==> src/rtl/btn_debounce_multi.sv <==
// btn_debounce_multi: N independent button debouncers for the slow control clock.
// Each channel has a 2-flop synchronizer, a debounce FSM with a saturating
// counter, a registered debounced level and one-cycle press/release pulses.
// any_press is the registered OR of the next-cycle press pulses, so it is
// coincident with btn_press.
// Optional feature: define BTN_DEBOUNCE_AUTOREPEAT_EN to add per-channel
// auto-repeat press pulses while a button stays held.
module btn_debounce_multi #(
  parameter int N_CH            = 4,
  parameter int DEBOUNCE_CYCLES = 6100,
  parameter int REPEAT_DELAY    = 12200,
  parameter int REPEAT_PERIOD   = 2440
) (
  input  logic            CLK,
  input  logic            RESET,
  input  logic [N_CH-1:0] btn_in,
  output logic [N_CH-1:0] btn_level,
  output logic [N_CH-1:0] btn_press,
  output logic [N_CH-1:0] btn_release,
  output logic            any_press
);

  // One counter width covers every interval, so the same saturating
  // increment serves debounce and repeat timing.
  localparam int MAX_A   = (DEBOUNCE_CYCLES > REPEAT_DELAY) ? DEBOUNCE_CYCLES : REPEAT_DELAY;
  localparam int MAX_CYC = (MAX_A > REPEAT_PERIOD) ? MAX_A : REPEAT_PERIOD;
  localparam int CNT_W   = $clog2(MAX_CYC + 1);

  localparam logic [CNT_W-1:0] DB_LAST = CNT_W'(DEBOUNCE_CYCLES - 1);
`ifdef BTN_DEBOUNCE_AUTOREPEAT_EN
  localparam logic [CNT_W-1:0] RD_LAST = CNT_W'(REPEAT_DELAY - 1);
  localparam logic [CNT_W-1:0] RP_LAST = CNT_W'(REPEAT_PERIOD - 1);
`endif

  typedef enum logic [1:0] {
    IDLE         = 2'd0,
    WAIT_PRESS   = 2'd1,
    HELD         = 2'd2,
    WAIT_RELEASE = 2'd3
  } state_t;

  function automatic logic [CNT_W-1:0] sat_inc(input logic [CNT_W-1:0] v);
    return (v == {CNT_W{1'b1}}) ? v : v + CNT_W'(1);
  endfunction

  logic [N_CH-1:0] press_d_all;
  logic            any_press_q;

  for (genvar gi = 0; gi < N_CH; gi++) begin : g_ch
    state_t           state_q, state_d;
    logic             s1_q, s2_q;
    logic [CNT_W-1:0] cnt_q, cnt_d;
    logic             level_q, level_d;
    logic             press_q, press_d;
    logic             release_q, release_d;
`ifdef BTN_DEBOUNCE_AUTOREPEAT_EN
    // rep_phase_q=0 while waiting out the initial delay, 1 once repeating.
    logic [CNT_W-1:0] rcnt_q, rcnt_d;
    logic             rep_phase_q, rep_phase_d;
`endif

    // Next-state logic for the debounce FSM; pulses default low every cycle.
    always_comb begin
      state_d   = state_q;
      cnt_d     = cnt_q;
      level_d   = level_q;
      press_d   = 1'b0;
      release_d = 1'b0;
`ifdef BTN_DEBOUNCE_AUTOREPEAT_EN
      rcnt_d      = rcnt_q;
      rep_phase_d = rep_phase_q;
`endif
      case (state_q)
        IDLE: begin
          if (s2_q) begin
            state_d = WAIT_PRESS;
            cnt_d   = '0;
          end
        end
        WAIT_PRESS: begin
          if (!s2_q) begin
            state_d = IDLE;
          end else if (cnt_q == DB_LAST) begin
            state_d = HELD;
            level_d = 1'b1;
            press_d = 1'b1;
`ifdef BTN_DEBOUNCE_AUTOREPEAT_EN
            rcnt_d      = '0;
            rep_phase_d = 1'b0;
`endif
          end else begin
            cnt_d = sat_inc(cnt_q);
          end
        end
        HELD: begin
          if (!s2_q) begin
            state_d = WAIT_RELEASE;
            cnt_d   = '0;
          end
`ifdef BTN_DEBOUNCE_AUTOREPEAT_EN
          else if (rcnt_q == (rep_phase_q ? RP_LAST : RD_LAST)) begin
            press_d     = 1'b1;
            rcnt_d      = '0;
            rep_phase_d = 1'b1;
          end else begin
            rcnt_d = sat_inc(rcnt_q);
          end
`endif
        end
        WAIT_RELEASE: begin
          if (s2_q) begin
            // Bounce back to held: level stays high, no pulse.
            state_d = HELD;
`ifdef BTN_DEBOUNCE_AUTOREPEAT_EN
            rcnt_d      = '0;
            rep_phase_d = 1'b0;
`endif
          end else if (cnt_q == DB_LAST) begin
            state_d   = IDLE;
            level_d   = 1'b0;
            release_d = 1'b1;
          end else begin
            cnt_d = sat_inc(cnt_q);
          end
        end
        default: state_d = IDLE;
      endcase
    end

    // Synchronizer and FSM registers; reset aborts any count or pulse at once.
    always_ff @(posedge CLK or posedge RESET) begin
      if (RESET) begin
        s1_q      <= 1'b0;
        s2_q      <= 1'b0;
        state_q   <= IDLE;
        cnt_q     <= '0;
        level_q   <= 1'b0;
        press_q   <= 1'b0;
        release_q <= 1'b0;
`ifdef BTN_DEBOUNCE_AUTOREPEAT_EN
        rcnt_q      <= '0;
        rep_phase_q <= 1'b0;
`endif
      end else begin
        s1_q      <= btn_in[gi];
        s2_q      <= s1_q;
        state_q   <= state_d;
        cnt_q     <= cnt_d;
        level_q   <= level_d;
        press_q   <= press_d;
        release_q <= release_d;
`ifdef BTN_DEBOUNCE_AUTOREPEAT_EN
        rcnt_q      <= rcnt_d;
        rep_phase_q <= rep_phase_d;
`endif
      end
    end

    assign press_d_all[gi] = press_d;
    assign btn_level[gi]   = level_q;
    assign btn_press[gi]   = press_q;
    assign btn_release[gi] = release_q;
  end

  // Registering the OR of next-cycle presses keeps any_press aligned with btn_press.
  always_ff @(posedge CLK or posedge RESET) begin
    if (RESET) begin
      any_press_q <= 1'b0;
    end else begin
      any_press_q <= |press_d_all;
    end
  end

  assign any_press = any_press_q;

endmodule

==> config.mk <==
export PLATFORM = sky130hd
export DESIGN_NAME = btn_debounce_multi
export DESIGN_NICKNAME = d
export VERILOG_FILES = /design/src/rtl/btn_debounce_multi.sv
export SDC_FILE = /design/constraint.sdc
export NUM_CORES = 1
export LEC_CHECK = 0
export CAP_MARGIN = 5
export CORE_MARGIN = 3
export CORE_UTILIZATION = 60
export CTS_BUF_LIST = sky130_fd_sc_hd__clkbuf_8
export DETAILED_ROUTE_END_ITERATION = 12
export GPL_TIMING_DRIVEN = 0
export PLACE_DENSITY = 0.86
export SLEW_MARGIN = 20
export SYNTH_ARGS = -nofsm -noshare
export SYNTH_HDL_FRONTEND = slang
export SYNTH_SLANG_ARGS = --single-unit
==> constraint.sdc <==
create_clock -name CLK -period 8.3 [get_ports CLK]
set_input_delay 2.075 -clock CLK [delete_from_list [all_inputs] [get_ports CLK]]
set_output_delay 2.075 -clock CLK [all_outputs]
set_load 0.02 [all_outputs]
==> results.sh, run 1 <==
export IMPL_min_path_type="reg2reg"
export IMPL_yosys_warnings=0
export IMPL_die_area_sq_um=8596
export IMPL_timing_setup_tns_ns=0
export IMPL_slew_violations=0
export IMPL_synthArstFlopShare=1.000
export IMPL_reg2reg_from="g_ch[3].cnt_q[0]$_DFFE_PP0P_"
export IMPL_io_buffers=18
export IMPL_finClkSkew_ns=0.01112
export IMPL_synthToLayoutAreaGrowth_pct=12.73
export IMPL_postCtsHoldBufs=0
export IMPL_grt_overflow=0
export IMPL_post_route_period_util=0.4262
export IMPL_drive_above_1_share=0.1023
export IMPL_hp_start="g_ch[0].s1_q$_DFF_PP0_"
export IMPL_tightest_slew_ns=0.8397
export IMPL_grt_antenna_before_repair=0
export IMPL_dr_max_layer_used="met4"
export IMPL_crit_arrival_ns=1.46
export IMPL_dr_wl_met2_mm=4.841
export IMPL_crit_chain="buf_4, clkdlybuf4s50_1"
export IMPL_max_slew_margin=0.4328
export IMPL_seq_area_frac_synth=0.4714
export IMPL_critPathCaptureType="primary output"
export IMPL_met3_length_microns=644
export IMPL_maxCapViolCount=0
export IMPL_path_class="reg2out"
export IMPL_dp_final_hpwl_mm=6.752
export IMPL_ctsResizeCount=0
export IMPL_nets=523
export IMPL_dr_pass1_iters=5
export IMPL_n_antenna_cell=0
export IMPL_layout_min_cycle_time_ns=3.538
export IMPL_synth_top_family_by_area="simple AND/OR/NAND/NOR gates"
export IMPL_synth_edff_count=0
export IMPL_core_area_sq_um=7057
export IMPL_synth_simple_area_share=0.2634
export IMPL_rsz0062_at_grt="false"
export IMPL_synth_compound_area_frac=0.1880
export IMPL_cts_inserted_buffers=9
export IMPL_initial_core_util=0.6394
export IMPL_syn_area_sq_um=4512
export IMPL_grt_usage=0.2403
export IMPL_syn_nets=493
export IMPL_critPathMaxStageDelay_ns=0.61
export IMPL_die_w_microns=92.72
export IMPL_setup_ws_ns=4.762
export IMPL_yosysUniqueCellTypes=63
export IMPL_worstPathMaxFanout=3
export IMPL_worst_path_max_delay_cell="clkdlybuf4s50_1"
export IMPL_grt_pass1_wl_mm=16.78
export IMPL_preCtsSetupSlack_ns=5.142
export IMPL_clock_latency_ns=0.36
export IMPL_post_cts_buffers=0
export IMPL_avgRoutedWirePerCell_microns=15.98
export IMPL_irDropWorstVdd_mv=0.1163
export IMPL_critPathLaunch="g_ch[1].level_q$_DFFE_PP0P_"
export IMPL_leakage_nw=2.182
export IMPL_detail_route_antenna_nets=0
export IMPL_hold_viol=0
export IMPL_die_h_microns=92.72
export IMPL_setup_viol=0
export IMPL_postSynthAreaPerCell_sq_um=9.341
export IMPL_synthXorXnorAreaFrac=0.009706
export IMPL_cts_sinks=85
export IMPL_drt_met1_wl_mm=4.177
export IMPL_fmax_mhz=282.7
export IMPL_synth_seq_cells=85
export IMPL_clockBufferDepth=2
export IMPL_synthFlopType="dfrtp_1"
export IMPL_vias=3951
export IMPL_globalplace_congestion=0.8939
export IMPL_viasPerCell=6.435
export IMPL_drt_iter0_markers=258
export IMPL_clkSlewWorstSetupHoldPaths_ns=0.08
export IMPL_syn_inst=483
export IMPL_cts_root_buf="clkbuf_8"
export IMPL_cts_max_level=3
export IMPL_grt_pass1_vias=3659
export IMPL_power_density_nw_per_um2=171.5
export IMPL_worstSetupStartpointType="flop"
export IMPL_post_route_drc_count=0
export IMPL_crit_required_ns=6.23
export IMPL_status="finished, final reports clean"
export IMPL_fp_row_count=30
export IMPL_synthAdderAreaFrac=0.01109
export IMPL_routed_wirelength_mm=9.809
export IMPL_cts_tree="yes"
export IMPL_grt_max_degree=50
export IMPL_synth_area_mux_share=0.004437
export IMPL_pin_count=19
-- final cells by class --
type | count | area (sq um)
buffer | 29 | 163.9
clock inverter | 3 | 65.06
sequential | 85 | 2127
inverter | 18 | 72.57
fill | 532 | 1971
clock buffer | 13 | 178.9
timing repair buffer | 19 | 207.7
tap | 96 | 120.1
multi-input combinational | 351 | 2151
-- critical path: cells and delay by family, from the launching register on --
kind                   cells  cell delay [ns]
buffers and inverters      2             0.74
DFF                        1             0.38
-- placed cells by master, fill, tap and decap left out, types with 3 or more instances in the layout --
cell / instances
a211o_1: 5
a21o_1: 3
a21oi_1: 22
a22oi_1: 4
a2bb2oi_1: 6
a31oi_1: 8
a41oi_1: 3
and2_1: 8
and3_1: 12
and4_1: 8
buf_2: 5
buf_4: 13
clkbuf_1: 11
clkbuf_8: 13
clkdlybuf4s50_1: 18
dfrtp_1: 85
ha_1: 4
inv_1: 14
nand2_1: 54
nand2b_1: 4
nand3_1: 32
nand4_1: 15
nand4b_1: 4
nor2_1: 28
nor3_1: 9
nor3b_1: 5
nor4_1: 8
o21a_1: 3
o21ai_0: 41
o31ai_1: 10
o41ai_1: 8
or3_1: 4
or4_1: 5
xnor2_1: 3
-- registers in the layout, indices dropped and copies added, names as in the netlist, named ones only --
name            count
g_ch.cnt_q         56
g_ch.s1_q           4
g_ch.state_q        4
g_ch.press_q        4
any_press           1
g_ch.level_q        4
g_ch.release_q      4
g_ch.s2_q           4
-- report_power, final --
group / internal [mW] / switching [mW] / total (mW)
clock network: 0.202 / 0.145 / 0.347
logic: 0.0283 / 0.0470 / 0.0753
registers: 0.430 / 0.0191 / 0.450
total: 0.661 / 0.211 / 0.872
-- layer usage --
metal / up-vias / global-route usage
li1: 1855 / -
met1: 1911 / 0.3187
met2: 164 / 0.3885
met3: 21 / 0.05686
met4: 0 / 0.08425
met5: - / 0
-- worst paths after layout --
path,endpoint,slack (ns),cells past startpoint
worst max register to register,g_ch[3].cnt_q[8]$_DFFE_PP0P_,5.95,8
worst min-delay path,g_ch[0].s2_q$_DFF_PP0_,0.36,0
max in group asynchronous,g_ch[2].cnt_q[4]$_DFFE_PP0P_,5.60,3
worst max-delay path,btn_level[1],4.76,2
worst min register to register,g_ch[0].s2_q$_DFF_PP0_,0.36,0
min in group asynchronous,g_ch[1].cnt_q[8]$_DFFE_PP0P_,2.10,2
-- stage by stage --
stage	instances	utilization	area (sq um)	power, mW	hold WS [ns]
3_3_place_gp	597	0.6819	4812	0.5262	0.3420
5_1_grt	614	0.7207	5086	0.9092	0.3817
6_report	614	0.7207	5086	0.8721	0.3631
4_1_cts	614	0.7207	5086	0.8769	0.3660
3_5_place_dp	598	0.6862	4842	0.5324	0.3370
2_1_floorplan	483	-	4512	0.5092	0.3312
-- synthesized netlist by cell type (all sizes together) (4+ instances only) --
| cell | count | area, sq um |
|---|---|---|
| or3 | 4 | 25.02 |
| nor3b | 6 | 50.05 |
| a31oi | 8 | 50.05 |
| o41ai | 11 | 141.4 |
| a21oi | 23 | 118.9 |
| dfrtp | 85 | 2127 |
| a211o | 5 | 43.79 |
| nand4 | 15 | 93.84 |
| a2bb2oi | 6 | 52.55 |
| nand2 | 55 | 209.0 |
| clkbuf | 11 | 41.29 |
| and2 | 10 | 65.06 |
| a22oi | 4 | 30.03 |
| ha | 4 | 50.05 |
| or4 | 6 | 48.80 |
| nand3 | 32 | 160.2 |
| nand2b | 5 | 33.78 |
| nor3 | 9 | 45.04 |
| and4 | 9 | 80.08 |
| o31ai | 10 | 75.07 |
| nand4b | 4 | 35.03 |
| nor4 | 9 | 62.56 |
| and3 | 12 | 75.07 |
| o21ai | 42 | 210.2 |
| buf | 18 | 122.6 |
| nor2 | 28 | 105.1 |
| inv | 17 | 66.31 |
-- cell families (layout without fill, tap and decap cells) --
| kind of cell | count (synthesis) | in the layout |
|---|---|---|
| XOR/XNOR | 5 | 5 |
| AND/OR/NAND/NOR | 215 | 215 |
| AO/OA/AOI/OAI | 125 | 125 |
| adder cells (fa/ha/maj) | 4 | 4 |
| multiplexers | 2 | 2 |
| flip-flops | 85 | 85 |
| buffers and inverters | 47 | 82 |
Note: power is estimated with default switching activity, not from simulation.
==> run 2, diff against run 1 <==
- CORE_UTILIZATION: 60 -> 57
- clock period: 8.3 -> 3.2 ns (I/O delays scaled with it)
==> run 2 against run 1 <==
Net effect: sequential share of layout area grew 0.46 points; power grew 140%; first-iteration DRC count shrank 14%; critical endpoint is now g_ch[0].cnt_q[4]$_DFFE_PP0P_.
==> results.sh, run 2 (synthesis results as in run 1) <==
export IMPL_status="finished, final reports clean"
export IMPL_grt_pass1_wl_mm=16.77
export IMPL_cts_max_level=3
export IMPL_grt_usage=0.2350
export IMPL_clock_latency_ns=0.36
export IMPL_finClkSkew_ns=0.008114
export IMPL_grt_max_degree=54
export IMPL_cts_inserted_buffers=9
export IMPL_preCtsSetupSlack_ns=0.8704
export IMPL_rsz0062_at_grt="false"
export IMPL_fmax_mhz=426.5
export IMPL_cts_tree="yes"
export IMPL_final_area_sq_um=5031
export IMPL_tightest_slew_ns=0.9757
export IMPL_io_buffers=18
export IMPL_routed_wirelength_mm=9.766
export IMPL_path_class="reg2reg"
export IMPL_worst_path_max_delay_cell="o41ai_4"
export IMPL_grt_antenna_before_repair=0
export IMPL_synthToLayoutAreaGrowth_pct=11.51
export IMPL_power_density_nw_per_um2=414.5
export IMPL_max_slew_margin=0.3410
export IMPL_ctsResizeCount=0
export IMPL_swShare=0.2660
export IMPL_leakage_nw=2.147
export IMPL_final_common_cell="dfrtp_1"
export IMPL_cpLargestDelayFamily="compound AO/OA/AOI/OAI gates"
export IMPL_critPathMaxStageDelay_ns=0.71
export IMPL_maxCapViolCount=0
export IMPL_power_frac_clock=0.344
export IMPL_min_path_type="reg2reg"
export IMPL_internal_power_mw=1.531
export IMPL_worstSetupStartpointType="flop"
export IMPL_hold_viol=0
export IMPL_largest_register_ff_count=56
export IMPL_crit_buf_inv=1
export IMPL_post_route_drc_count=0
export IMPL_initial_core_util=0.6058
export IMPL_largest_register="g_ch.cnt_q"
export IMPL_post_cts_buffers=0
export IMPL_dr_pass1_iters=5
export IMPL_final_fill_count=576
export IMPL_nets=523
export IMPL_post_route_period_util=0.7327
export IMPL_clockBufferDepth=2
export IMPL_cts_sinks=85
export IMPL_dp_final_hpwl_mm=6.917
export IMPL_postCtsHoldBufs=0
export IMPL_worstPathMaxFanout=10
export IMPL_die_w_microns=94.97
export IMPL_globalplace_congestion=0.9372
export IMPL_irDropWorstVdd_mv=0.2661
export IMPL_grt_overflow=0
export IMPL_p_seq_frac=0.559
export IMPL_multiInputGateArea_sq_um=2151
export IMPL_drt_iter0_markers=222
export IMPL_comb_power_share=0.097
export IMPL_core_area_sq_um=7447
export IMPL_crit_required_ns=3.42
export IMPL_die_area_sq_um=9019
export IMPL_grt_pass1_vias=3722
export IMPL_avgRoutedWirePerCell_microns=15.85
export IMPL_viasPerCell=6.323
export IMPL_vias=3895
export IMPL_detail_route_antenna_nets=0
export IMPL_clkSlewWorstSetupHoldPaths_ns=0.08
export IMPL_n_antenna_cell=0
export IMPL_drive_above_1_share=0.1006
export IMPL_critPathCaptureType="flop"
export IMPL_die_h_microns=94.97
export IMPL_pin_count=19
export IMPL_final_cell_mix="85 x dfrtp_1, 54 x nand2_1, 41 x o21ai_0"
export IMPL_crit_arrival_ns=2.57
export IMPL_slew_violations=0
export IMPL_dpl_instance_area_sq_um=4846
export IMPL_crit_chain="or4b_4, o41ai_4, inv_4, nand2_2, o311ai_1"
export IMPL_holdWs_ns=0.3477
export IMPL_power_switching_uw=554.8
export IMPL_cts_root_buf="clkbuf_8"
export IMPL_setup_ws_ns=0.8554
export IMPL_setup_viol=0
export IMPL_seq_area_sq_um=2127
export IMPL_fp_row_count=31
export IMPL_layout_min_cycle_time_ns=2.345
run 2: power groups by stage:
stage               registers (mW)  logic (mW)  clock network (mW)
global placement              1.18       0.183                   0
finish                        1.17       0.201               0.718
detailed placement            1.19       0.201                   0
global route                  1.17       0.227               0.780
CTS                           1.16       0.201               0.737
floorplan                     1.17       0.148                   0
run 2: worst register-to-register path, delay by kind of cell (launching register included):
kind	cells	cell delay, ns
and+or+nand+nor	2	0.78
DFF	1	0.46
AOI/OAI and AO/OA	2	0.84
buffers and inverters	1	0.12
run 2: per-stage QoR:
stage / total power, mW / cells / TNS (ns) / utilization
3_5_place_dp: 1.386 / 601 / 0 / 0.6507
2_1_floorplan: 1.321 / 483 / 0 / -
6_report: 2.086 / 616 / 0 / 0.6756
5_1_grt: 2.182 / 616 / 0 / 0.6756
3_3_place_gp: 1.365 / 600 / -83.49 / 0.6467
4_1_cts: 2.103 / 616 / 0 / 0.6756
run 2: cell type report:
cell class                 instances  share of cell area
buffer                            29             0.03258
tap                               99             0.02462
timing repair buffer              19             0.04128
inverter                          18             0.01442
multi-input combinational        351              0.4275
sequential                        85              0.4228
clock buffer                      12             0.03283
clock inverter                     3            0.003979
run 2: worst paths after layout:
path / start / end / slack (ns) / depth (start not counted)
max in group asynchronous: RESET / g_ch[2].cnt_q[11]$_DFFE_PP0P_ / 1.82 / 3
setup / recovery: g_ch[0].cnt_q[2]$_DFFE_PP0P_ / g_ch[0].cnt_q[4]$_DFFE_PP0P_ / 0.86 / 5
hold reg to reg: g_ch[0].s1_q$_DFF_PP0_ / g_ch[0].s2_q$_DFF_PP0_ / 0.35 / 0
hold / removal: g_ch[0].s1_q$_DFF_PP0_ / g_ch[0].s2_q$_DFF_PP0_ / 0.35 / 0
min in group asynchronous: RESET / g_ch[1].s1_q$_DFF_PP0_ / 0.80 / 2
setup reg to reg: g_ch[0].cnt_q[2]$_DFFE_PP0P_ / g_ch[0].cnt_q[4]$_DFFE_PP0P_ / 0.86 / 5
run 2: routing by layer:
| layer | track usage | routed length [microns] |
|---|---|---|
| met4 | 0.1070 | 152 |
| met3 | 0.04781 | 567 |
| met5 | 0 | 0 |
| met1 | 0.3055 | 4232 |
| met2 | 0.3787 | 4813 |
==> run 3, diff against run 2 <==
- CORE_UTILIZATION: 57 -> 60
- clock period: 3.2 -> 2.3 ns (I/O delays scaled with it)
==> run 3 against run 2 <==
Net effect: non-clock buffer count increased by 7; sequential power increased by 38%; worst hold slack improved by 0.021 ns; setup slack got worse by 0.79 ns; largest power group unchanged; sequential share of layout area decreased by 0.95 points.
==> results.sh, run 3 (synthesis results as in run 1) <==
export IMPL_post_route_drc_count=0
export IMPL_die_h_microns=92.72
export IMPL_finClkSkew_ns=0.01162
export IMPL_max_slew_margin=0.5487
export IMPL_grt_overflow=0
export IMPL_critPathCaptureType="flop"
export IMPL_largest_register_ff_count=56
export IMPL_grt_usage=0.2404
export IMPL_leakage_nw=2.251
export IMPL_seq_area_sq_um=2127
export IMPL_drive_above_1_share=0.1300
export IMPL_crit_arrival_ns=2.47
export IMPL_grt_antenna_before_repair=0
export IMPL_cts_root_buf="clkbuf_8"
export IMPL_irDropWorstVdd_mv=0.4926
export IMPL_min_path_type="reg2reg"
export IMPL_nets=530
export IMPL_fin_util=0.7293
export IMPL_n_antenna_cell=0
export IMPL_slew_violations=0
export IMPL_die_area_sq_um=8596
export IMPL_dp_final_hpwl_mm=6.820
export IMPL_grt_max_degree=33
export IMPL_grt_pass1_wl_mm=16.84
export IMPL_avgRoutedWirePerCell_microns=16.62
export IMPL_synthToLayoutAreaGrowth_pct=14.06
export IMPL_status="finished, final reports clean"
export IMPL_multiInputGateArea_sq_um=2213
export IMPL_die_w_microns=92.72
export IMPL_worstPathMaxFanout=6
export IMPL_postCtsHoldBufs=0
export IMPL_post_route_period_util=0.9711
export IMPL_final_cell_mix="85 x dfrtp_1, 54 x nand2_1, 40 x o21ai_0"
export IMPL_largest_register="g_ch.cnt_q"
export IMPL_preCtsSetupSlack_ns=0.01444
export IMPL_cts_tree="yes"
export IMPL_cts_max_level=3
export IMPL_clkSlewWorstSetupHoldPaths_ns=0.08
export IMPL_core_area_sq_um=7057
export IMPL_path_class="reg2reg"
export IMPL_grt_pass1_vias=3633
export IMPL_io_buffers=18
export IMPL_clock_latency_ns=0.35
export IMPL_vias=3973
export IMPL_initial_core_util=0.6394
export IMPL_drt_iter0_markers=285
export IMPL_clockBufferDepth=2
export IMPL_setup_viol=0
export IMPL_dr_pass1_iters=5
export IMPL_holdWs_ns=0.3683
export IMPL_viasPerCell=6.418
export IMPL_final_common_cell="dfrtp_1"
export IMPL_worstSetupStartpointType="flop"
export IMPL_pin_count=19
export IMPL_tightest_slew_ns=0.6718
export IMPL_hold_viol=0
export IMPL_setup_ws_ns=0.06654
export IMPL_fmax_mhz=447.7
export IMPL_detail_route_antenna_nets=0
export IMPL_cts_inserted_buffers=9
export IMPL_fp_row_count=30
export IMPL_power_density_nw_per_um2=555.0
export IMPL_globalplace_congestion=0.9165
export IMPL_maxCapViolCount=0
export IMPL_crit_required_ns=2.54
export IMPL_final_fill_count=506
export IMPL_layout_min_cycle_time_ns=2.233
export IMPL_cts_sinks=85
export IMPL_routed_wirelength_mm=10.29
## run 3: cell types whose count changed in the layout (fill, tap and decap cells not counted), moves of 2 or more
cell,change
o41ai_1,-2
buf_4,+8
clkbuf_1,-2
buf_2,-2
buf_12,+2
## run 3: final timing paths
check / from / endpoint / slack (ns) / cells past startpoint
setup / recovery: g_ch[3].cnt_q[1]$_DFFE_PP0P_ / g_ch[3].cnt_q[10]$_DFFE_PP0P_ / 0.07 / 6
hold / removal: g_ch[3].s1_q$_DFF_PP0_ / g_ch[3].s2_q$_DFF_PP0_ / 0.37 / 0
setup reg to reg: g_ch[3].cnt_q[1]$_DFFE_PP0P_ / g_ch[3].cnt_q[10]$_DFFE_PP0P_ / 0.07 / 6
hold reg to reg: g_ch[3].s1_q$_DFF_PP0_ / g_ch[3].s2_q$_DFF_PP0_ / 0.37 / 0
max in group asynchronous: RESET / g_ch[2].s1_q$_DFF_PP0_ / 0.92 / 4
min in group asynchronous: RESET / g_ch[3].cnt_q[7]$_DFFE_PP0P_ / 0.62 / 2
## run 3: worst max-delay path, cell delays in order, from the launching register on
cell and delay [ns]:
dfrtp_1 0.41, ha_2 0.24, or3b_2 0.52, or4_4 0.48, nand2b_2 0.16, nor4_1 0.07, a211o_1 0.23
## run 3: area by class of cell
class | instances | share of cell area
sequential | 85 | 0.4133
tap | 96 | 0.02334
timing repair buffer | 28 | 0.05446
clock buffer | 11 | 0.02942
inverter | 18 | 0.01507
clock inverter | 3 | 0.002674
buffer | 27 | 0.03161
multi-input combinational | 351 | 0.4301
## run 3: routing by layer
metal  up-vias  track usage  routed length (microns)
met4         0      0.06960                      161
met5         -            0                        0
met3        18      0.05280                      662
met1      1914       0.3373                     4412
li1       1867            -                        -
met2       174       0.3776                     5049
## run 3: stage by stage
stage                     setup TNS [ns]  cells  total power [mW]  area [sq um]
after floorplan                        0    483             1.838          4516
after global placement            -11.36    597             1.901          4816
after detailed placement               0    599             1.924          4856
after CTS                      -0.001575    613             2.845          5034
after global routing            -0.02252    619             2.982          5146
final                                  0    619             2.856          5146
## run 3: report_power, final
| part | leakage (nW) | total, mW | internal, mW | switching, mW |
|---|---|---|---|---|
| registers | 1.15 | 1.62 | 1.55 | 0.0707 |
| clock network | 0.0922 | 0.940 | 0.433 | 0.507 |
| logic | 1.01 | 0.292 | 0.114 | 0.178 |
| total | 2.25 | 2.86 | 2.10 | 0.756 |
## run 3: what timing repair did
item                       CTS  global route
setup buffers                0             8
setup endpoints to repair    1            34
gates cloned                 0             0
resized for setup            2            15
pin swaps                    0             5
